==> src/rtl/servo_ramp_scheduler.sv <==
// servo_ramp_scheduler: multi-channel servo duty ramp controller.
// A free-running tick counter starts a scan in which one shared slew engine
// steps each channel's current duty toward its target, one channel per cycle.
// Optional feature macro: SERVO_CLAMP_EN saturates commanded duties to
// [DUTY_MIN, DUTY_MAX] before they are stored as targets.
module servo_ramp_scheduler #(
  parameter int unsigned CH_NUM     = 4,
  parameter int unsigned DUTY_W     = 20,
  parameter int unsigned GAP_W      = 12,
  parameter int unsigned TICK_DIV   = 50000,
  parameter int unsigned DUTY_RESET = 75000,
  parameter int unsigned DUTY_MIN   = 25000,
  parameter int unsigned DUTY_MAX   = 125000
) (
  input  logic                     clk,
  input  logic                     rst_n,
  input  logic                     cmd_valid,
  output logic                     cmd_ready,
  input  logic [2:0]               cmd_ch,
  input  logic [DUTY_W-1:0]        cmd_duty,
  input  logic [GAP_W-1:0]         cmd_gap,
  output logic [CH_NUM*DUTY_W-1:0] duty_out,
  output logic [CH_NUM-1:0]        busy,
  output logic                     all_done
);

  localparam int unsigned IDX_W = $clog2(CH_NUM);
  localparam int unsigned CNT_W = (TICK_DIV > 1) ? $clog2(TICK_DIV) : 1;
  localparam int unsigned EXT_W = DUTY_W + 1;

  localparam logic [DUTY_W-1:0] RST_D    = DUTY_W'(DUTY_RESET);
  localparam logic [DUTY_W-1:0] MIN_D    = DUTY_W'(DUTY_MIN);
  localparam logic [DUTY_W-1:0] MAX_D    = DUTY_W'(DUTY_MAX);
  localparam logic [CNT_W-1:0]  CNT_LAST = CNT_W'(TICK_DIV - 1);
  localparam logic [IDX_W-1:0]  IDX_LAST = IDX_W'(CH_NUM - 1);

`ifdef SERVO_CLAMP_EN
  localparam bit CLAMP_EN = 1'b1;
`else
  localparam bit CLAMP_EN = 1'b0;
`endif

  typedef enum logic [1:0] {
    S_IDLE = 2'd0,
    S_SCAN = 2'd1,
    S_DONE = 2'd2
  } state_e;

  state_e            state_q, state_d;
  logic [IDX_W-1:0]  idx_q, idx_d;
  logic [CNT_W-1:0]  cnt_q, cnt_d;
  logic              cmd_ready_q, cmd_ready_d;
  logic [CH_NUM-1:0] busy_q, busy_d;
  logic              all_done_q, all_done_d;

  logic [DUTY_W-1:0] cur_q [CH_NUM];
  logic [DUTY_W-1:0] cur_d [CH_NUM];
  logic [DUTY_W-1:0] tgt_q [CH_NUM];
  logic [DUTY_W-1:0] tgt_d [CH_NUM];
  logic [GAP_W-1:0]  gap_q [CH_NUM];
  logic [GAP_W-1:0]  gap_d [CH_NUM];

  logic              tick_c;
  logic              scan_en_c;
  logic              cmd_take_c;
  logic [DUTY_W-1:0] cmd_duty_c;
  logic [DUTY_W-1:0] cur_sel_c;
  logic [DUTY_W-1:0] tgt_sel_c;
  logic [GAP_W-1:0]  gap_sel_c;
  logic [DUTY_W-1:0] new_duty_c;
  logic [EXT_W-1:0]  cur_x, tgt_x, gap_x, diff_x, step_x, nxt_x;

  // Tick counter: free-runs 0..TICK_DIV-1, tick on the last count.
  always_comb begin
    tick_c = (cnt_q == CNT_LAST);
    cnt_d  = tick_c ? '0 : cnt_q + CNT_W'(1);
  end

  // FSM state register.
  always_ff @(posedge clk or negedge rst_n) begin
    if (!rst_n) begin
      state_q <= S_IDLE;
      idx_q   <= '0;
    end else begin
      state_q <= state_d;
      idx_q   <= idx_d;
    end
  end

  // FSM next state: idle until tick, walk every channel, one settle cycle.
  always_comb begin
    state_d = state_q;
    idx_d   = idx_q;
    case (state_q)
      S_IDLE: begin
        if (tick_c) begin
          state_d = S_SCAN;
          idx_d   = '0;
        end
      end
      S_SCAN: begin
        if (idx_q == IDX_LAST) begin
          state_d = S_DONE;
        end else begin
          idx_d = idx_q + IDX_W'(1);
        end
      end
      S_DONE:  state_d = S_IDLE;
      default: state_d = S_IDLE;
    endcase
  end

  // FSM outputs: slew engine enable now, ready registered from next state.
  always_comb begin
    scan_en_c   = (state_q == S_SCAN);
    cmd_ready_d = (state_d == S_IDLE);
  end

  // Command acceptance with optional saturation of the requested duty.
  always_comb begin
    cmd_take_c = cmd_valid && cmd_ready_q;
    cmd_duty_c = cmd_duty;
    if (CLAMP_EN) begin
      if (cmd_duty < MIN_D) begin
        cmd_duty_c = MIN_D;
      end else if (cmd_duty > MAX_D) begin
        cmd_duty_c = MAX_D;
      end
    end
  end

  // Channel mux feeding the shared slew engine.
  always_comb begin
    cur_sel_c = '0;
    tgt_sel_c = '0;
    gap_sel_c = '0;
    for (int i = 0; i < int'(CH_NUM); i++) begin
      if (idx_q == IDX_W'(i)) begin
        cur_sel_c = cur_q[i];
        tgt_sel_c = tgt_q[i];
        gap_sel_c = gap_q[i];
      end
    end
  end

  // Slew engine: move toward target by at most gap, one bit of headroom.
  always_comb begin
    cur_x  = EXT_W'(cur_sel_c);
    tgt_x  = EXT_W'(tgt_sel_c);
    gap_x  = EXT_W'(gap_sel_c);
    diff_x = '0;
    step_x = '0;
    nxt_x  = cur_x;
    if (gap_sel_c == '0) begin
      nxt_x = tgt_x;
    end else if (cur_x < tgt_x) begin
      diff_x = tgt_x - cur_x;
      step_x = (gap_x < diff_x) ? gap_x : diff_x;
      nxt_x  = cur_x + step_x;
    end else if (cur_x > tgt_x) begin
      diff_x = cur_x - tgt_x;
      step_x = (gap_x < diff_x) ? gap_x : diff_x;
      nxt_x  = cur_x - step_x;
    end
    new_duty_c = DUTY_W'(nxt_x);
  end

  // Channel next state: scanned channel takes the new duty, command writes target/gap.
  always_comb begin
    for (int i = 0; i < int'(CH_NUM); i++) begin
      cur_d[i]  = cur_q[i];
      tgt_d[i]  = tgt_q[i];
      gap_d[i]  = gap_q[i];
      busy_d[i] = (cur_q[i] != tgt_q[i]);
      if (scan_en_c && (idx_q == IDX_W'(i))) begin
        cur_d[i] = new_duty_c;
      end
      if (cmd_take_c && (cmd_ch == 3'(i))) begin
        tgt_d[i] = cmd_duty_c;
        gap_d[i] = cmd_gap;
      end
    end
    all_done_d = ~|busy_d;
  end

  // Datapath and status registers.
  always_ff @(posedge clk or negedge rst_n) begin
    if (!rst_n) begin
      cnt_q       <= '0;
      cmd_ready_q <= 1'b1;
      busy_q      <= '0;
      all_done_q  <= 1'b1;
      for (int i = 0; i < int'(CH_NUM); i++) begin
        cur_q[i] <= RST_D;
        tgt_q[i] <= RST_D;
        gap_q[i] <= '0;
      end
    end else begin
      cnt_q       <= cnt_d;
      cmd_ready_q <= cmd_ready_d;
      busy_q      <= busy_d;
      all_done_q  <= all_done_d;
      for (int i = 0; i < int'(CH_NUM); i++) begin
        cur_q[i] <= cur_d[i];
        tgt_q[i] <= tgt_d[i];
        gap_q[i] <= gap_d[i];
      end
    end
  end

  // Output packing, channel 0 in the LSBs.
  for (genvar g = 0; g < int'(CH_NUM); g++) begin : g_pack
    assign duty_out[g*DUTY_W +: DUTY_W] = cur_q[g];
  end

  assign cmd_ready = cmd_ready_q;
  assign busy      = busy_q;
  assign all_done  = all_done_q;

endmodule
==> config.mk <==
export PLATFORM = sky130hd
export DESIGN_NAME = servo_ramp_scheduler
export DESIGN_NICKNAME = d
export VERILOG_FILES = /design/src/rtl/servo_ramp_scheduler.sv
export SDC_FILE = /design/constraint.sdc
export NUM_CORES = 1
export LEC_CHECK = 0
export CAP_MARGIN = 5
export CORE_MARGIN = 8
export CORE_UTILIZATION = 60
export DETAILED_ROUTE_END_ITERATION = 12
export GPL_TIMING_DRIVEN = 0
export PLACE_DENSITY = 0.81
export SETUP_SLACK_MARGIN = 0.2
export SYNTH_ARGS = -nofsm -noshare
export SYNTH_HDL_FRONTEND = slang
export SYNTH_SLANG_ARGS = --single-unit
==> constraint.sdc <==
create_clock -name clk -period 10.5 [get_ports clk]
set_input_delay 1.575 -clock clk [delete_from_list [all_inputs] [get_ports clk]]
set_output_delay 1.575 -clock clk [all_outputs]
set_load 0.01 [all_outputs]
; ---- Yosys cells after proc, flatten, opt, wreduce, memory -nomap -nowiden
; Cells that the tools add are included.
[totals]
register_bits = 234
output_inout_bits = 86
word_cells = 84
[op_classes]
addsub = 6
magnitude_cmp = 4
eq_ne = 14
mux = 24
reduce_logical = 18
[op_table]
columns = op, count
row1 = 20-bit two-way mux, 13
row2 = 20-bit inequality test, 4
row3 = 12-bit two-way mux, 4
row4 = 12-bit by 21-bit less-than comparator with 1-bit output, 2
row5 = 20-bit by 20-bit subtractor with 21-bit output, 2
row6 = 20-bit adder, 1
row7 = 20-bit > comparator, 1
row8 = 20-bit less-than comparator, 1
row9 = 20-bit subtractor, 1
row10 = "16-bit by 1-bit adder with 16-bit output, second input constant", 1
row11 = "16-bit == test, second input constant", 1
row12 = 16-bit two-way mux, 1
row13 = 12-bit logical NOT, 1
row14 = 1-bit logical AND, 9
row15 = 2-bit two-way mux, 4
row16 = 2-bit one-hot mux with 2 select lines, 2
row17 = "3-bit by 2-bit == test with 1-bit output, second input constant", 2
row18 = 2-bit logical NOT, 3
row19 = "2-bit by 1-bit == test with 1-bit output, second input constant", 2
row20 = "2-bit == test, second input constant", 2
row21 = "2-bit inequality test, second input constant", 2
row22 = 4-bit OR reduction, 1
row23 = "3-bit by 1-bit == test with 1-bit output, second input constant", 1
row24 = 3-bit logical NOT, 1
row25 = 4 further kinds, 4

; ---- Logic depth before layout (Yosys ltp)
; Gate-level depths: netlist (run 1).
[logic_depth]
depth_word = 12
depth_mapped = 39
ltp_nobuf = 34

; ---- Worst setup path after synthesis (run 1)
; Ideal clock, no wire load.
[synth_path]
path_kind = flip-flop to flip-flop
from = register idx_q[0]
to = register cur_q, in the netlist duty_out[19]
setup_ns = 0.069
arrival_time_ns = 8.204
required_time_ns = 10.431
slack_ns = 2.227
stages_incl_launch_ff = 36
n_path_buf = 5
cell_sequence = dfrtp_1 inv_1 ha_1 clkbuf_1 clkbuf_1 buf_1 clkbuf_1 nand3b_1 a21oi_1 a21oi_1 o21ai_0 inv_1 ha_1 and4b_1 a211oi_2 o32ai_2 or2_2 a21oi_1 xor2_1 ha_1 or4_1 a2111oi_0 a31oi_1 o2111ai_1 or4_4 buf_6 mux2_4 ha_1 a21o_1 a2111oi_0 a21oi_1 a211oi_1 o21ai_0 a311oi_1 o2111ai_1 nand3_1
[synth_via]
elab_chain_cells = 12
[synth_lines]
columns = element, line
row1 = "start, declared", 50  ; logic [IDX_W-1:0] idx_q, idx_d;
row2 = "start signal, assigned", 86  ; idx_q <= idx_d;
row3 = 2-bit logical NOT, "138, 175"
row4 = 20-bit two-way mux (4 in a row), 138  ; if (idx_q == IDX_W'(i)) begin
row5 = 20-bit by 20-bit subtractor with 21-bit output, 161  ; diff_x = cur_x - tgt_x;
row6 = 12-bit by 21-bit less-than comparator with 1-bit output, 162  ; step_x = (gap_x < diff_x) ? gap_x : diff_x;
row7 = 20-bit two-way mux, 162
row8 = 20-bit subtractor, 163  ; nxt_x = cur_x - step_x;
row9 = 20-bit two-way mux, 160  ; end else if (cur_x > tgt_x) begin
row10 = 20-bit two-way mux, 156  ; end else if (cur_x < tgt_x) begin
row11 = 20-bit two-way mux, 154  ; if (gap_sel_c == '0) begin
row12 = "end signal, assigned by index", 204  ; cur_q[i] <= cur_d[i];
row13 = "end, declared", 56  ; logic [DUTY_W-1:0] cur_q [CH_NUM];
; Several ways; a longest one is shown, not always the timed one.
; A chain may end at the register's enable or synchronous reset.

; ---- Worst setup path in the final report (run 1)
[layout_path]
from = register idx_q[0]
to = register cur_q, in the netlist duty_out[14]
; The elaborated chain is that of the path after synthesis.

==> key figures, run 1 <==
CTS
  • CTS Buf Count: 25
  • Clock Latency Late Sink: ~0.55 ns
  • CTS tree: done
  • Hold buffers post-CTS: 0
  • CTS max path bufs: 3
  • Clock Sinks: 234
  • Clk pin slew, worst setup/hold paths: roughly 0.06 ns
  • H-tree depth: 1
  • Root Driver: clkbuf_16

Yosys
  • Mapped cell area: 0.0174 sq mm
  • Gate Count Post-Synth: just under 2,000
  • Primary FF master, synth: dfrtp_1
  • Synth warn: 0
  • Count of different cell masters after synthesis: 80
  • Mean Syn Cell Area: around 9 sq um
  • Number of flops mapped to enable cells by yosys: 0
  • Synth Register Bits: around 230
  • Seq/Total Area, Yosys: 0.341
  • Asr flop ratio synth: 1.00

Layout
  • Register area: 0.00594 sq mm
  • Multi-input logic area: roughly 0.011 sq mm
  • Layout filler cell count: about 2,300
  • P&R area growth vs syn: 15.8%
  • # nets final: ~2,300
  • Antenna diode count: 0
  • Share of cells above drive strength 1: 0.159

Power
  • Power Density: roughly 160 mW/mm^2
  • Clock share of power: 0.281
  • Sw frac: 0.370
  • Leakage: about 0.0085 uW
  • Seq pwr share: 0.360
  • NetSw: between 1000 and 1500 uW
  • Comb pwr share: 0.359
  • Internal power: between 1500 and 2000 uW
  • Total power: between 3000 and 4000 uW
  • Maximum VDD drop: about 0.00016 V

Status
  • Status: complete, no violations

Place
  • Post-place setup slack: -1.28 ns
  • Placer Congestion: 1.03
  • # port buffers: around 120
  • DP HPWL: between 50,000 and 60,000 microns

Floorplanning
  • Die W: 186 microns
  • Core area: 0.0286 sq mm
  • Starting Density: 0.609
  • Die ar.: between 0.03 and 0.04 sq mm
  • Die Height: 186 microns
  • Row count: just over 60
  • I/O pin count: ~120

Route
  • DR vias/cell: approximately 6.7
  • DRC Markers: 0
  • DRT Wirelength: roughly 64,000 microns
  • 1st-pass router iterations: 6
  • WL per Instance: around 25 microns
  • Via count: between 15,000 and 20,000
  • Initial drt markers: approximately 2,200
  • Antenna Nets Post-Route: 0

Timing
  • RSZ-0062 raised after global routing: false
  • Clock skew: between 0.02 and 0.025 ns
  • Max-slew violation count: 0
  • Hold violation total from the final report: 0
  • Max Freq: just over 100 MHz
  • Hold WS: around 0.46 ns
  • Final period utilization: 0.945
  • Final WS setup: 0.581 ns
  • Final Setup Violations: 0
  • Worst-Margin Slew: about 1.2 ns
  • Setup TNS: 0 ns
  • Relative slew slack: 0.173
  • Fin crit period: ~9.9 ns

Critical path
  • Worst path slowest cell: or4_1
  • CP Launch Point: idx_q[0]$_DFFE_PN0P_
  • Setup crit end kind: register
  • Type of origin of the critical path: register
  • WS Path Type: reg -> reg
  • WP data required: 10.96 ns
  • Largest stage delay, worst path: roughly 0.57 ns
  • Arrival time worst endpoint: roughly 10 ns
  • RR Startpoint: idx_q[0]$_DFFE_PN0P_
  • CP Max Fanout: 10

Hold path
  • HP Class: reg -> reg
  • Hold Crit Start: cnt_q[0]$_DFF_PN0_

GRT
  • GRT overflow: 0
  • GRT Total Usage: 0.351
  • Antenna violations before repair: 1
  • Largest net degree at the start of global routing: 130
  • First-pass GRT wire length: 95,700 microns
  • GR Util met2: 0.545
  • Global-route layer with the greatest usage: met2
  • M1 GR Usage: 0.457
  • Met3 usage: 0.110
  • Vias in the first global route: 16,300

Run
  • Max-cap viol count: 0
-- cell usage after synthesis (all sizes together), types with 7 or more instances --
cell | number | share of area
a211o | 7 | 0.0035
a211oi | 23 | 0.010
a21o | 31 | 0.013
a21oi | 183 | 0.053
a311oi | 7 | 0.0035
a31oi | 25 | 0.0090
and2 | 10 | 0.0037
and3 | 15 | 0.0054
buf | 34 | 0.0098
clkbuf | 64 | 0.014
dfrtp | 168 | 0.24
dfstp | 66 | 0.10
ha | 106 | 0.076
inv | 77 | 0.017
mux2 | 155 | 0.10
mux2i | 24 | 0.014
nand2 | 187 | 0.040
nand2b | 14 | 0.0050
nand3 | 36 | 0.010
nand3b | 46 | 0.020
nand4 | 30 | 0.011
nor2 | 126 | 0.027
nor2b | 15 | 0.0054
nor3 | 51 | 0.015
nor4 | 14 | 0.0054
o2111ai | 7 | 0.0035
o211ai | 16 | 0.0069
o21a | 16 | 0.0069
o21ai | 148 | 0.043
o31a | 8 | 0.0040
o31ai | 15 | 0.0065
or2 | 10 | 0.0036
or3 | 9 | 0.0032
or4 | 8 | 0.0037
xnor2 | 79 | 0.040
xor2 | 53 | 0.027
-- logic make-up (layout without fill, tap and decap cells) --
kind of cell,after synthesis,in the layout,synth area share
DFF,234,234,0.341
adders and majority gates,110,110,0.0807
muxes,179,179,0.116
other,2,14,0.000431
buffers and inverters,176,349,0.0404
and+or+nand+nor,588,588,0.167
xor gates and xnor gates,132,132,0.0664
AOI/OAI and AO/OA,537,537,0.188
-- layout make-up --
type,instances,share of cell area
Multi-Input combinational cell,1560,0.541
Clock buffer,39,0.0371
Clock inverter,7,0.00279
Tap cell,384,0.0238
Buffer,98,0.0218
Sequential cell,234,0.294
Inverter,78,0.0145
Timing Repair Buffer,127,0.0644
-- repair_timing --
action                     CTS  global route
buffers inserted             0             2
setup endpoints to repair   56            56
gates cloned                 0             0
pin swaps                    0             2
resized for setup           15            39
-- metrics by stage --
| stage | cell area, sq um | util | instances |
|---|---|---|---|
| floorplan | 17500 | - | 1970 |
| global placement | 19200 | 0.670 | 2477 |
| detailed placement | 19200 | 0.671 | 2478 |
| CTS | 20100 | 0.701 | 2524 |
| global route | 20200 | 0.704 | 2527 |
| finish | 20200 | 0.704 | 2527 |
-- power by group through the flow --
stage / clock network [uW] / registers (uW) / logic, uW
CTS: 877 / 1120 / 1080
global placement: 0 / 1130 / 1040
finish: 881 / 1130 / 1130
floorplan: 0 / 1110 / 736
detailed placement: 0 / 1140 / 1070
global route: 909 / 1140 / 1200
-- layer usage --
layer / vias up / share of wire
met5: - / 0.00017
met4: 2 / 0.037
met3: 176 / 0.13
met2: 1112 / 0.44
met1: 8199 / 0.39
li1: 7400 / -
-- cells in the final DEF, fill, tap and decap left out, types with 9 or more instances in the layout --
| cell type | instances |
|---|---|
| nor3_1 | 50 |
| xor2_1 | 53 |
| a31oi_1 | 25 |
| nand2b_1 | 14 |
| a211oi_1 | 21 |
| nand3_1 | 36 |
| ha_1 | 106 |
| nor4_1 | 13 |
| dfstp_2 | 66 |
| o21a_1 | 16 |
| o211ai_1 | 16 |
| a21o_1 | 31 |
| a21oi_1 | 181 |
| clkdlybuf4s50_1 | 122 |
| inv_1 | 76 |
| conb_1 | 14 |
| clkbuf_1 | 57 |
| or3_1 | 9 |
| mux2i_1 | 24 |
| clkbuf_16 | 25 |
| o21ai_0 | 139 |
| nor2_1 | 126 |
| nand4_1 | 30 |
| buf_2 | 15 |
| or2_2 | 10 |
| dfrtp_1 | 168 |
| and3_1 | 15 |
| nor2b_1 | 15 |
| clkbuf_2 | 21 |
| mux2_2 | 146 |
| and2_1 | 9 |
| xnor2_1 | 79 |
| nand2_1 | 187 |
| mux2_4 | 9 |
| nand3b_1 | 46 |
| o31ai_1 | 12 |
-- worst max-delay path: cells and delay by family, from the launching register on --
kind / cells / cell delay [ns]
compound gates: 16 / 4.01
buf+inv: 8 / 2.03
simple gates: 4 / 1.45
fa+ha+maj: 5 / 1.42
flops: 1 / 0.45
mux: 1 / 0.24
xor+xnor: 1 / 0.19
-- registers in the layout (all words and copies together) (netlist names) --
register,flops
all_done,1
duty_out,80
busy,4
tgt_q,80
cnt_q,16
idx_q,2
state_q,2
gap_q,48
cmd_ready,1
-- final timing paths --
kind / endpoint / slack (ns) / cells after the start
setup reg to reg: duty_out[14]$_DFFE_PN0P_ / 0.58 / 35
min in group asynchronous: duty_out[15]$_DFFE_PN0P_ / 1.02 / 1
setup / recovery: duty_out[14]$_DFFE_PN0P_ / 0.58 / 35
hold reg to reg: cnt_q[0]$_DFF_PN0_ / 0.46 / 1
hold / removal: cnt_q[0]$_DFF_PN0_ / 0.46 / 1
max in group asynchronous: tgt_q[71]$_DFFE_PN0P_ / 8.34 / 2
(Power assumes the default switching activity.)
==> run 2: changes to the inputs <==
--- a/config.mk
+++ b/config.mk
@@ -6,11 +6,9 @@
 export NUM_CORES = 1
 export LEC_CHECK = 0
 export CAP_MARGIN = 5
-export CORE_MARGIN = 8
-export CORE_UTILIZATION = 60
+export CORE_UTILIZATION = 35
 export DETAILED_ROUTE_END_ITERATION = 12
 export GPL_TIMING_DRIVEN = 0
-export PLACE_DENSITY = 0.81
 export SETUP_SLACK_MARGIN = 0.2
 export SYNTH_ARGS = -nofsm -noshare
 export SYNTH_HDL_FRONTEND = slang
==> constraint.sdc (replaced) <==
create_clock -name clk -period 11.35 [get_ports clk]
set_input_delay 1.7025 -clock clk [delete_from_list [all_inputs] [get_ports clk]]
set_output_delay 1.7025 -clock clk [all_outputs]
set_load 0.01 [all_outputs]
==> run 2 against run 1 <==
Compared with the run above:
- first-iteration DRC count decreased by 23%
- cell count increased by 11%
- sequential cell count unchanged
- fmax decreased by 7.9%
- count of clock-buffer cells in the layout decreased by 4
- non-clock buffer count decreased by 3
- critical path type unchanged
- highest routed layer is now met4
==> key figures, run 2 (synthesis gave the netlist of run 1 again) <==
Status
  • Status: complete, no violations

Place
  • DP HPWL: about 54,000 microns
  • # port buffers: 123
  • Dpl cell area: 0.0196 sq mm
  • Placer Congestion: around 1

Timing
  • Fin crit period: between 10 and 15 ns
  • Final period utilization: 0.949
  • Worst-Margin Slew: 1.41 ns
  • Hold violation total from the final report: 0
  • RSZ-0062 raised after global routing: false
  • Hold WS: roughly 0.46 ns
  • Max-slew violation count: 0
  • Final Setup Violations: 0
  • Max Freq: ~93 MHz
  • Relative slew slack: 0.0513
  • Clock skew: 0.0221 ns

CTS
  • Clock Latency Late Sink: roughly 0.57 ns
  • Clock Sinks: approximately 230
  • Root Driver: clkbuf_16
  • CTS tree: done
  • CTS Buf Count: 26
  • CTS max path bufs: 3
  • H-tree depth: 1
  • Clk pin slew, worst setup/hold paths: around 0.060 ns
  • Hold buffers post-CTS: 0

Floorplanning
  • Die W: about 230 microns
  • Row count: 81
  • Die ar.: ~0.051 sq mm
  • Core area: about 0.049 sq mm
  • Starting Density: 0.355
  • I/O pin count: 124
  • Die Height: between 200 and 250 microns

Layout
  • Post-route cell area: 0.0206 sq mm
  • P&R area growth vs syn: 18.1%
  • Most frequent cells in the layout: nand2_1, a21oi_1, dfrtp_1
  • Commonest non-fill, non-tap cell in the layout: nand2_1
  • Share of cells above drive strength 1: 0.148
  • Layout filler cell count: just under 5,000
  • Antenna diode count: 0
  • # nets final: between 2,000 and 2,500

Critical path
  • R2R depth: 33
  • WP data required: 11.80 ns
  • RR Startpoint: idx_q[1]$_DFFE_PN0P_
  • Worst setup endpoint: duty_out[53]$_DFFE_PN1P_
  • Worst path slowest cell: o31ai_1
  • WS Path Type: reg -> reg
  • CP Launch Point: idx_q[1]$_DFFE_PN0P_
  • Setup crit end kind: register
  • Critical path buffers and inverters: 6
  • CP Max Fanout: 10
  • Reg2reg setup slack: 0.58 ns
  • Most used cell, CP: ha_1
  • Type of origin of the critical path: register
  • Crit-path leading delay family: compound AO/OA/AOI/OAI gates
  • Largest stage delay, worst path: around 0.83 ns
  • Worst r2r dst: duty_out[53]$_DFFE_PN1P_
  • Arrival time worst endpoint: approximately 11 ns
  • Number of cells on the critical path: 33

Power
  • Power Density: ~150 mW/mm^2
  • Maximum VDD drop: approximately 0.00014 V
  • Total power: about 3000 uW
  • Leakage: 0.00849 uW

GRT
  • GRT Total Usage: 0.259
  • GRT overflow: 0
  • Largest net degree at the start of global routing: 124
  • Vias in the first global route: 15,500
  • First-pass GRT wire length: approximately 98,000 microns
  • Antenna violations before repair: 0

Route
  • WL per Instance: ~24 microns
  • Antenna Nets Post-Route: 0
  • DRC Markers: 0
  • Via count: approximately 16,000
  • DR vias/cell: between 5 and 6
  • 1st-pass router iterations: 5
  • Initial drt markers: approximately 1,700
  • DRT Wirelength: about 66,000 microns

Run
  • Max-cap viol count: 0

Hold path
  • Hold Crit Start: cnt_q[0]$_DFF_PN0_
  • HP Class: reg -> reg
## run 2: changes by cell type in the layout (fill, tap and decap cells not counted), moves of 3 or more
| cell | before | now |
|---|---|---|
| buf_1 | 8 | 16 |
| bufinv_16 | 0 | 4 |
| clkbuf_1 | 57 | 62 |
| clkbuf_16 | 25 | 28 |
| clkbuf_2 | 21 | 4 |
| o21ai_0 | 139 | 142 |
## run 2: report_power, final
group / switching, uW / total [uW] / internal (uW)
Clock: 369 / 951 / 581
Sequential: 86.8 / 1040 / 955
Combinational: 619 / 1030 / 408
Total: 1070 / 3020 / 1940
## run 2: worst min path at each step
stage                               to  cells after the start  slack, ns
floorplan           cnt_q[0]$_DFF_PN0_                      1       0.43
global placement    cnt_q[0]$_DFF_PN0_                      1       0.44
detailed placement  cnt_q[0]$_DFF_PN0_                      1       0.45
CTS                 cnt_q[0]$_DFF_PN0_                      1       0.46
global route        cnt_q[0]$_DFF_PN0_                      1       0.47
finish              cnt_q[0]$_DFF_PN0_                      1       0.46
## run 2: what timing repair did
action,in CTS,in global routing
buffers inserted,0,0
setup endpoints to repair,7,29
resized for setup,2,11
## run 2: through the flow
step | utilization | instances | TNS, ns | worst slack [ns]
6_report | 0.419 | 2806 | 0 | 0.582
2_1_floorplan | - | 1970 | 0 | 3.08
4_1_cts | 0.419 | 2806 | 0 | 0.420
5_1_grt | 0.419 | 2806 | 0 | 0.183
3_5_place_dp | 0.399 | 2758 | -0.239 | -0.104
3_3_place_gp | 0.398 | 2757 | -202.70 | -1.25
## run 2: final cells by class
type | instances | area, sq um | share of cell area
clock buffer | 35 | 787 | 0.0383
clock inverter | 13 | 194 | 0.00943
inverter | 78 | 293 | 0.0142
sequential | 234 | 5940 | 0.289
buffer | 98 | 415 | 0.0202
timing repair buffer | 124 | 1260 | 0.0614
tap | 664 | 831 | 0.0404
multi-input combinational | 1560 | 10800 | 0.527
## run 2: per-layer routing
| layer | up-vias | routed length (microns) | track usage |
|---|---|---|---|
| met4 | 0 | 2060 | 0.0759 |
| met2 | 765 | 28600 | 0.394 |
| met1 | 8002 | 29000 | 0.359 |
| met3 | 111 | 6610 | 0.0666 |
| li1 | 7394 | - | - |
| met5 | - | 0 | 0 |
==> run 3: changes to the inputs <==
--- a/config.mk
+++ b/config.mk
@@ -5,6 +5,7 @@
 export SDC_FILE = /design/constraint.sdc
 export NUM_CORES = 1
 export LEC_CHECK = 0
+export ABC_CLOCK_PERIOD_IN_PS = 11350
 export CAP_MARGIN = 5
 export CORE_UTILIZATION = 35
 export DETAILED_ROUTE_END_ITERATION = 12
==> results of run 3 <==
The final DEF is identical to that of run 2; final timing and power are the same.
